`config.mk`:
```
export PLATFORM = sky130hd
export DESIGN_NAME = dcache_axi_bridge
export DESIGN_NICKNAME = d
export VERILOG_FILES = /design/src/rtl/dcache_axi_pkg.sv /design/src/rtl/dcache_axi_bridge.sv
export SDC_FILE = /design/constraint.sdc
export NUM_CORES = 1
export LEC_CHECK = 0
export BUFFER_PORTS_ARGS = -buffer_cell sky130_fd_sc_hd__buf_2
export CAP_MARGIN = 20
export CORE_ASPECT_RATIO = 0.9
export CORE_MARGIN = 5
export CORE_UTILIZATION = 33
export CTS_BUF_LIST = sky130_fd_sc_hd__clkbuf_4 sky130_fd_sc_hd__clkbuf_8
export CTS_CLUSTER_DIAMETER = 80
export CTS_CLUSTER_SIZE = 24
export DETAILED_ROUTE_END_ITERATION = 7
export SYNTH_ARGS = -nofsm -noshare
export SYNTH_HDL_FRONTEND = slang
export SYNTH_SLANG_ARGS = --single-unit
```
`constraint.sdc`:
```
create_clock -name clk -period 1.68 [get_ports clk]
set_input_delay 0.504 -clock clk [delete_from_list [all_inputs] [get_ports clk]]
set_output_delay 0.504 -clock clk [all_outputs]
set_load 0.01 [all_outputs]
```
`src/rtl/dcache_axi_pkg.sv`:
```
`default_nettype none
// ============================================================================
// Module      : dcache_axi_pkg
// Description : Shared types and AXI tie-off constants for the data-cache
//               to AXI single-beat bridge.
// Revision    : 1.0 - initial release
// ============================================================================
package dcache_axi_pkg;

  // Bridge sequencing states.
  typedef enum logic [2:0] {
    ST_IDLE = 3'd0,
    ST_AR   = 3'd1,
    ST_R    = 3'd2,
    ST_AW_W = 3'd3,
    ST_B    = 3'd4,
    ST_DONE = 3'd5,
    ST_HOLD = 3'd6
  } state_t;

  // Single-beat transaction tie-offs used by the wrapper around the bridge.
  localparam logic [7:0] AXI_LEN        = 8'd0;
  localparam logic [1:0] AXI_BURST_INCR = 2'b01;
  localparam logic [3:0] AXI_ID         = 4'd0;
  localparam logic       AXI_WLAST      = 1'b1;
  localparam logic [1:0] RESP_OKAY      = 2'b00;

endpackage
`default_nettype wire

```
`src/rtl/dcache_axi_bridge.sv`:
```
`default_nettype none
// ============================================================================
// Module      : dcache_axi_bridge
// Description : Turns the data cache memory-side strobe/ready port into
//               single-beat AXI read or write transactions, one at a time.
//               All AXI request fields come from registers latched at capture.
// Revision    : 1.0 - initial release
// ============================================================================
module dcache_axi_bridge
  import dcache_axi_pkg::*;
#(
  parameter int ADDR_W = 32,
  parameter int DATA_W = 32
) (
  input  logic              clk,
  input  logic              rst,
  // cache memory port
  input  logic [ADDR_W-1:0] m_a,
  input  logic [DATA_W-1:0] m_din,
  input  logic              m_strobe,
  input  logic [3:0]        m_wen,
  input  logic [1:0]        m_size,
  input  logic              m_rw,
  output logic              m_ready,
  output logic [DATA_W-1:0] m_dout,
  // AXI read address / data
  output logic [ADDR_W-1:0] araddr,
  output logic [2:0]        arsize,
  output logic              arvalid,
  input  logic              arready,
  input  logic [DATA_W-1:0] rdata,
  input  logic [1:0]        rresp,
  input  logic              rvalid,
  output logic              rready,
  // AXI write address / data / response
  output logic [ADDR_W-1:0] awaddr,
  output logic [2:0]        awsize,
  output logic              awvalid,
  input  logic              awready,
  output logic [DATA_W-1:0] wdata,
  output logic [3:0]        wstrb,
  output logic              wvalid,
  input  logic              wready,
  input  logic [1:0]        bresp,
  input  logic              bvalid,
  output logic              bready,
  output logic              bus_err
);

  state_t              r_state;
  state_t              w_state_nxt;
  logic [ADDR_W-1:0]   r_addr;
  logic [DATA_W-1:0]   r_wdata;
  logic [3:0]          r_wen;
  logic [1:0]          r_size;
  logic                r_aw_done;
  logic                r_w_done;
  logic [DATA_W-1:0]   r_dout;
  logic                r_bus_err;
  logic                w_capture;

  assign w_capture = (r_state == ST_IDLE) && m_strobe;

  // State register; reset abandons any transaction in flight.
  always_ff @(posedge clk) begin
    if (rst) r_state <= ST_IDLE;
    else     r_state <= w_state_nxt;
  end

  // Next-state and handshake outputs, all decoded from registered state.
  always_comb begin
    w_state_nxt = r_state;
    arvalid     = 1'b0;
    rready      = 1'b0;
    awvalid     = 1'b0;
    wvalid      = 1'b0;
    bready      = 1'b0;
    m_ready     = 1'b0;
    case (r_state)
      ST_IDLE: if (m_strobe) w_state_nxt = m_rw ? ST_AW_W : ST_AR;
      ST_AR: begin
        arvalid = 1'b1;
        if (arready) w_state_nxt = ST_R;
      end
      ST_R: begin
        rready = 1'b1;
        if (rvalid) w_state_nxt = ST_DONE;
      end
      ST_AW_W: begin
        // AW and W complete independently; leave once both have been taken.
        awvalid = !r_aw_done;
        wvalid  = !r_w_done;
        if ((r_aw_done || awready) && (r_w_done || wready)) w_state_nxt = ST_B;
      end
      ST_B: begin
        bready = 1'b1;
        if (bvalid) w_state_nxt = ST_DONE;
      end
      ST_DONE: begin
        m_ready     = 1'b1;
        w_state_nxt = ST_HOLD;
      end
      // Dead cycle: the cache may still be presenting the request just served.
      ST_HOLD: w_state_nxt = ST_IDLE;
      default: w_state_nxt = ST_IDLE;
    endcase
  end

  // Request capture, AW/W completion flags, read data and sticky error.
  always_ff @(posedge clk) begin
    if (rst) begin
      r_addr    <= '0;
      r_wdata   <= '0;
      r_wen     <= '0;
      r_size    <= '0;
      r_aw_done <= 1'b0;
      r_w_done  <= 1'b0;
      r_dout    <= '0;
      r_bus_err <= 1'b0;
    end else begin
      if (w_capture) begin
        r_addr    <= m_a;
        r_wdata   <= m_din;
        r_wen     <= m_wen;
        r_size    <= m_size;
        r_aw_done <= 1'b0;
        r_w_done  <= 1'b0;
      end
      if (awvalid && awready) r_aw_done <= 1'b1;
      if (wvalid && wready)   r_w_done  <= 1'b1;
      if (rready && rvalid) begin
        r_dout <= rdata;
        if (rresp != RESP_OKAY) r_bus_err <= 1'b1;
      end
      if (bready && bvalid && (bresp != RESP_OKAY)) r_bus_err <= 1'b1;
    end
  end

  assign araddr  = r_addr;
  assign awaddr  = r_addr;
  assign arsize  = {1'b0, r_size};
  assign awsize  = {1'b0, r_size};
  assign wdata   = r_wdata;
  assign wstrb   = r_wen;
  assign m_dout  = r_dout;
  assign bus_err = r_bus_err;

endmodule
`default_nettype wire
```
==> results of run 1 <==
## power breakdown
part,internal (uW),switching [uW]
logic,1440,1800
registers,3030,304
clock network,1090,845
## cell families (layout without fill, tap and decap cells)
logic type | after synthesis | after routing
AO/OA/AOI/OAI | 115 | 115
adder cells (fa/ha/maj) | 1 | 1
buffers and inverters | 75 | 305
flip-flops | 108 | 108
multiplexers | 1 | 1
other | 1 | 3
AND/OR/NAND/NOR | 228 | 228
## sequential cells by signal (all words and copies together), names as in the netlist
signal and flops:
araddr 32, m_dout 32, r_w_done 1, r_size 2, r_aw_done 1, bus_err 1, r_state 3, wstrb 4
wdata 32
## per-layer routing
layer,part of all wire [%],GRT usage [%],vias up
li1,-,-,2107
met1,38,17.2,1900
met2,52,28.1,176
met3,8.5,5.54,24
met4,2.1,5.60,0
met5,0,0,-
## layout by cell type, fill, tap and decap left out, types with 2 or more instances in the layout
master and instances:
buf_6 10, dfxtp_1 105, nor3b_1 2, buf_2 252, nand2_1 204, inv_1 2
a21oi_1 108, dfxtp_4 3, bufinv_16 3, nand3b_1 3, o211ai_1 2, nor2_4 2
buf_12 5, nor2_2 2, buf_4 19, conb_1 2, nand2b_1 2, nor2_1 4
clkbuf_8 11
## final cells by class
cell class	count	area, um2	share of cell area (%)
flip-flops and latches	108	2170	37.0
repair buffers	287	1640	27.9
multi-input cells	347	1590	27.1
well taps	164	205	3.49
clock buffers	12	159	2.71
clock inverters	4	95.1	1.62
inverters	2	7.51	0.128
diodes	1	2.50	0.0426
## what timing repair did
action | CTS | global route
gates cloned | 0 | 2
gates resized for setup | 12 | 18
hold endpoints to repair | 0 | 0
setup buffers | 6 | 9
pin swaps | 1 | 4
endpoints found under the setup margin | 6 | 56
## Yosys cell counts
cell type,number,share of area (%)
buf_6,9,2.4
clkbuf_1,15,1.3
and2_1,1,0.15
o211ai_1,2,0.36
buf_2,12,1.4
and3b_1,1,0.21
and2b_1,1,0.18
a21oi_1,108,13
buf_4,37,6.6
nor3_1,1,0.12
o21ai_0,1,0.12
nor4b_4,1,0.56
conb_1,1,0.089
nor3b_1,3,0.53
or2_1,1,0.15
nand2_1,204,18
dfxtp_1,108,51
a2111oi_0,1,0.21
nor2_1,8,0.71
a31o_2,1,0.21
inv_1,2,0.18
nor4b_1,1,0.21
o221ai_1,1,0.21
a31oi_1,1,0.15
mux2i_1,1,0.24
ha_1,1,0.30
nand3b_1,3,0.53
nand2b_1,3,0.45
## stage by stage
step | TNS, ns | cell area [um2] | util [%] | hold slack, ns | power [uW]
2_1_floorplan | 0 | 4210 | - | 0.481 | 5260
3_3_place_gp | 0 | 5380 | 42.7 | 0.439 | 6090
3_5_place_dp | 0 | 5380 | 42.7 | 0.444 | 6160
4_1_cts | -0.575 | 5710 | 45.4 | 0.318 | 8250
5_1_grt | -0.979 | 5870 | 46.6 | 0.326 | 9070
6_report | -0.330 | 5870 | 46.7 | 0.346 | 8510
## worst max-delay path: cells and delay by family (launching register included)
kind / cells / cell delay (ns)
buffers and inverters: 2 / 0.25
AND/OR/NAND/NOR: 2 / 0.25
flip-flops: 1 / 0.39
## worst min path at each step
stage	start	end	depth (start not counted)
finish	m_wen[1]	wstrb[1]$_SDFFE_PP0P_	3
global route	rdata[7]	m_dout[7]$_SDFFE_PP0P_	3
CTS	m_wen[1]	wstrb[1]$_SDFFE_PP0P_	3
detailed placement	m_dout[24]$_SDFFE_PP0P_	m_dout[24]$_SDFFE_PP0P_	2
global placement	wdata[1]$_SDFFE_PP0P_	wdata[1]$_SDFFE_PP0P_	2
floorplan	m_dout[0]$_SDFFE_PP0P_	m_dout[0]$_SDFFE_PP0P_	2
==> key figures, run 1 <==
Clock tree
  – Reg clk slew, reported paths: ~0.10 ns
  – Clock Sinks: 108
  – Cts bufs inserted: 9
  – Maximum buffer depth of the clock tree: 2
  – CTS root buf: clkbuf_8
  – Hold_buf cts: 0
  – CTS tree: done
  – Clk Latency, worst-skew pair: between 0.3 and 0.4 ns
  – # H-tree levels: 3

Global routing
  – Gr ovfl total: 0
  – Largest net degree at the start of global routing: 63
  – Number of global-route vias before repair: a little under 4000
  – GR Util All Layers: between 10% and 20%
  – First-pass GRT wire length: around 19000 um
  – Initial antenna violation count: 0

Detailed routing
  – DR pass1 iterations: 4
  – Final WL: 13300 um
  – WL per Instance: ~14 um
  – DRC: 0
  – DR iter-0 viols: about 170
  – Via density per instance: between 4 and 5
  – Final ANT Viol Nets: 0
  – Total number of vias: ~4200

Die
  – Initial Util: between 30 and 40%
  – Core ar.: about 0.013 mm2
  – Die height: ~120 um
  – Rows: 39
  – # IOs: 260
  – Die area: 0.0151 mm2
  – Die W: between 100 and 150 um

Setup path
  – Critical Path AT: roughly 1.3 ns
  – WP data required: around 1.2 ns
  – Max FO, Critical Path: 6
  – Crit start category: register
  – Slowest cell on the critical path: dfxtp_4
  – Worst Reg2Reg Path Length in Cells: 5
  – Setup CP Type: reg -> out
  – Critical path capture point: arvalid
  – Cell Chain, Critical Path: buf_4 -> nor2_4 -> and2_4 -> buf_6
  – Worst R2R Start: r_state[0]$_SDFFE_PP0P_
  – R2R setup slack: about 0.05 ns
  – Critical R2R Capture: r_state[0]$_SDFFE_PP0P_
  – Slowest stage delay, CP: ~0.39 ns
  – Crit. End Element: primary output
  – Crit path launch: r_state[1]$_SDFFE_PP0P_

Power
  – Leak pwr: about 0.0029 uW
  – Pwr Density: between 1000 and 1500 mW/mm2
  – Maximum vdd drop: about 0.00090 V

STA
  – Final setup fails: 6
  – Period Utilization, post-route: 105%
  – Clk_skew: 0.00879 ns
  – Max Slew Vio Count: 0
  – Max Freq: ~560 MHz
  – Final WS setup: -0.0909 ns
  – Relative slew slack: a little under two thirds
  – Hold Fails Final Rpt: 0
  – RSZ-0062 raised after global routing: yes
  – Period minus WS final: ~1.8 ns
  – Worst Max-Slew Pin Slew: ~0.53 ns

Hold path
  – Worst min path class: in -> reg

Yosys
  – Yosys warns: 0
  – Synth Instances: 529
  – Synthesized area per cell: 7.96 um2
  – Largest family of logic cells by synthesized area: simple AND/OR/NAND/NOR gates
  – XOR/XNOR Fraction of Synth Area: 0%
  – Synth Area in Simple Gates: approximately 22%
  – Mux share of post-synthesis cell area: less than 1%
  – Post-synthesis adder-cell area fraction: less than 1%
  – Post-Syn Area: about 0.0042 mm2
  – Yosys cell types: 28
  – Seq/Total Area, Yosys: about 51%
  – FF+latch count, synth: between 100 and 150
  – Compound-Gate Fraction of Synth Area: 14.1%

Final layout
  – Final net count: just under 900
  – Fraction of layout cells with a size suffix above 1: between 40% and 50%
  – Filler instances: approximately 1300
  – Finished Layout Cells: around 930
  – Synth-to-Final Area Change: 39.5%

Placed design
  – Placed cells: a little under 900
  – Pre-CTS setup slack: 0.0990 ns
  – Dpl hpwl: 9520 um
  – I/O Buffers: roughly 260
  – GPL Wtd Cong: 0.794

Run status
  – Status: finished, violations left
  – Failing checks: setup timing

Job
  – Total of max-cap violations: 0
Note: power is estimated with default switching activity, not from simulation.
==> inputs of run 2 (changes only) <==
--- a/config.mk
+++ b/config.mk
@@ -8,9 +8,9 @@
 export BUFFER_PORTS_ARGS = -buffer_cell sky130_fd_sc_hd__buf_2
 export CAP_MARGIN = 20
 export CORE_ASPECT_RATIO = 0.9
-export CORE_MARGIN = 5
+export CORE_MARGIN = 2
 export CORE_UTILIZATION = 33
-export CTS_BUF_LIST = sky130_fd_sc_hd__clkbuf_4 sky130_fd_sc_hd__clkbuf_8
+export CTS_BUF_LIST = sky130_fd_sc_hd__clkbuf_4
 export CTS_CLUSTER_DIAMETER = 80
 export CTS_CLUSTER_SIZE = 24
 export DETAILED_ROUTE_END_ITERATION = 7
==> constraint.sdc (replaced) <==
create_clock -name clk -period 1.68 [get_ports clk]
set_input_delay 0.504 -clock clk [delete_from_list [all_inputs] [get_ports clk]]
set_output_delay 0.504 -clock clk [all_outputs]
set_load 0.02 [all_outputs]
==> key figures, run 2 (same netlist as run 1, synthesis figures left out) <==
Power
  – Maximum vdd drop: 0.000690 V
  – Pwr Density: 1400 mW/mm2
  – Leak pwr: about 0.0027 uW

Die
  – Rows: 39
  – Core ar.: between 0.01 and 0.015 mm2
  – Die height: 111 um
  – Die W: 123 um
  – Die area: about 0.014 mm2
  – # IOs: 260
  – Initial Util: between 30% and 40%

Detailed routing
  – DRC: 0
  – DR pass1 iterations: 4
  – Total number of vias: just over 4000
  – Via density per instance: 4.51
  – WL per Instance: around 13 um
  – DR iter-0 viols: 165
  – Final ANT Viol Nets: 0
  – Final WL: approximately 12000 um

Placed design
  – Placed cells: 889
  – Pre-CTS setup slack: 0.123 ns
  – Dpl hpwl: 8500 um
  – GPL Wtd Cong: between 0.7 and 0.8
  – I/O Buffers: roughly 260

Clock tree
  – CTS root buf: clkbuf_4
  – CTS tree: done
  – Clk Latency, worst-skew pair: between 0.4 and 0.5 ns
  – Cts bufs inserted: 9
  – Maximum buffer depth of the clock tree: 2
  – Reg clk slew, reported paths: 0.15 ns
  – # H-tree levels: 3
  – Clock Sinks: 108

Run status
  – Failing checks: setup timing
  – Status: finished, violations left

Job
  – Total of max-cap violations: 0

STA
  – Worst Max-Slew Pin Slew: around 0.53 ns
  – Relative slew slack: between 60% and 70%
  – Clk_skew: between 0.015 and 0.02 ns
  – Hold Fails Final Rpt: 0
  – Max Freq: 539 MHz
  – RSZ-0062 raised after global routing: yes
  – Sum Neg Setup Slack: -0.857 ns
  – Period minus WS final: 1.86 ns
  – Period Utilization, post-route: 110%
  – Final WS setup: -0.175 ns
  – Final setup fails: 6
  – Max Slew Vio Count: 0

Global routing
  – Gr ovfl total: 0
  – Number of global-route vias before repair: 3700
  – Largest net degree at the start of global routing: 50
  – Initial antenna violation count: 1
  – GR Util All Layers: 16.3%
  – First-pass GRT wire length: ~18000 um

Setup path
  – Slowest stage delay, CP: just under 0.4 ns
  – Slowest cell on the critical path: dfxtp_4
  – Max FO, Critical Path: 6
  – WP data required: about 1.2 ns
  – Critical Path AT: 1.35 ns
  – Crit. End Element: primary output
  – Setup CP Type: reg -> out
  – Crit start category: register
  – Cell Chain, Critical Path: nand3b_1 -> nor2_1 -> buf_4

Final layout
  – Synth-to-Final Area Change: 32.0%
  – Fraction of layout cells with a size suffix above 1: 40.0%
  – Final Util: around 44%
  – Most common cell after layout, fill and taps aside: buf_2
  – Most frequent cells in the layout: 250 x buf_2, 204 x nand2_1, 108 x a21oi_1
  – Final net count: 861
  – Finished Layout Cells: 913

Hold path
  – Worst min path class: in -> reg
-- run 2: cell types whose count changed in the layout (fill, tap and decap cells not counted), sizes merged --
cell      change
buf          -11
bufinv        -3
clkinv        +1
clkinvlp      +1
-- run 2: routing by layer --
| layer | GRT usage [%] | wire length (um) |
|---|---|---|
| met1 | 17.9 | 4750 |
| met2 | 28.4 | 5840 |
| met3 | 6.22 | 973 |
| met4 | 5.76 | 259 |
| met5 | 0 | 0 |
-- run 2: layout make-up --
cell class	count	area, um2
Sequential cell	108	2170
Clock inverter	3	16.3
Timing Repair Buffer	277	1510
Tap cell	164	205
Antenna cell	1	2.50
Multi-Input combinational cell	347	1560
Inverter	2	7.51
Fill cell	1294	7030
Clock buffer	11	82.6
-- run 2: path summary, 6_finish.rpt --
path	start	end	slack (ns)	cells past startpoint
worst min-delay path	rdata[28]	m_dout[28]$_SDFFE_PP0P_	0.24	3
worst max-delay path	r_state[2]$_SDFFE_PP0P_	wvalid	-0.18	3
worst min register to register	m_dout[11]$_SDFFE_PP0P_	m_dout[11]$_SDFFE_PP0P_	0.46	2
worst max register to register	r_state[2]$_SDFFE_PP0P_	araddr[27]$_SDFFE_PP0P_	0.17	7
-- run 2: what timing repair did --
item	4_1_cts	5_1_grt
buffers inserted	4	4
hold buffers	0	0
setup endpoints to repair	6	29
pin swaps	3	2
gates resized for setup	16	0
cloned	0	1
-- run 2: critical path, delay by kind of cell, from the launching register on --
family                 cells  cell delay (ns)
DFF                        1             0.39
and+or+nand+nor            2             0.34
buffers and inverters      1             0.15
-- run 2: per-stage QoR --
step | instance area, um2 | total power [uW] | hold WS [ns]
after floorplan | 4210 | 5730 | 0.506
after global placement | 5340 | 6460 | 0.440
after detailed placement | 5340 | 6530 | 0.443
after CTS | 5500 | 7780 | 0.192
after global routing | 5560 | 8360 | 0.190
final | 5560 | 7790 | 0.236
-- run 2: where the power goes --
group	internal [uW]	leakage, uW	switching [uW]
Combinational	1230	0.00177	2120
Clock	316	0.0000562	799
Sequential	3030	0.000883	292
Total	4580	0.00270	3210
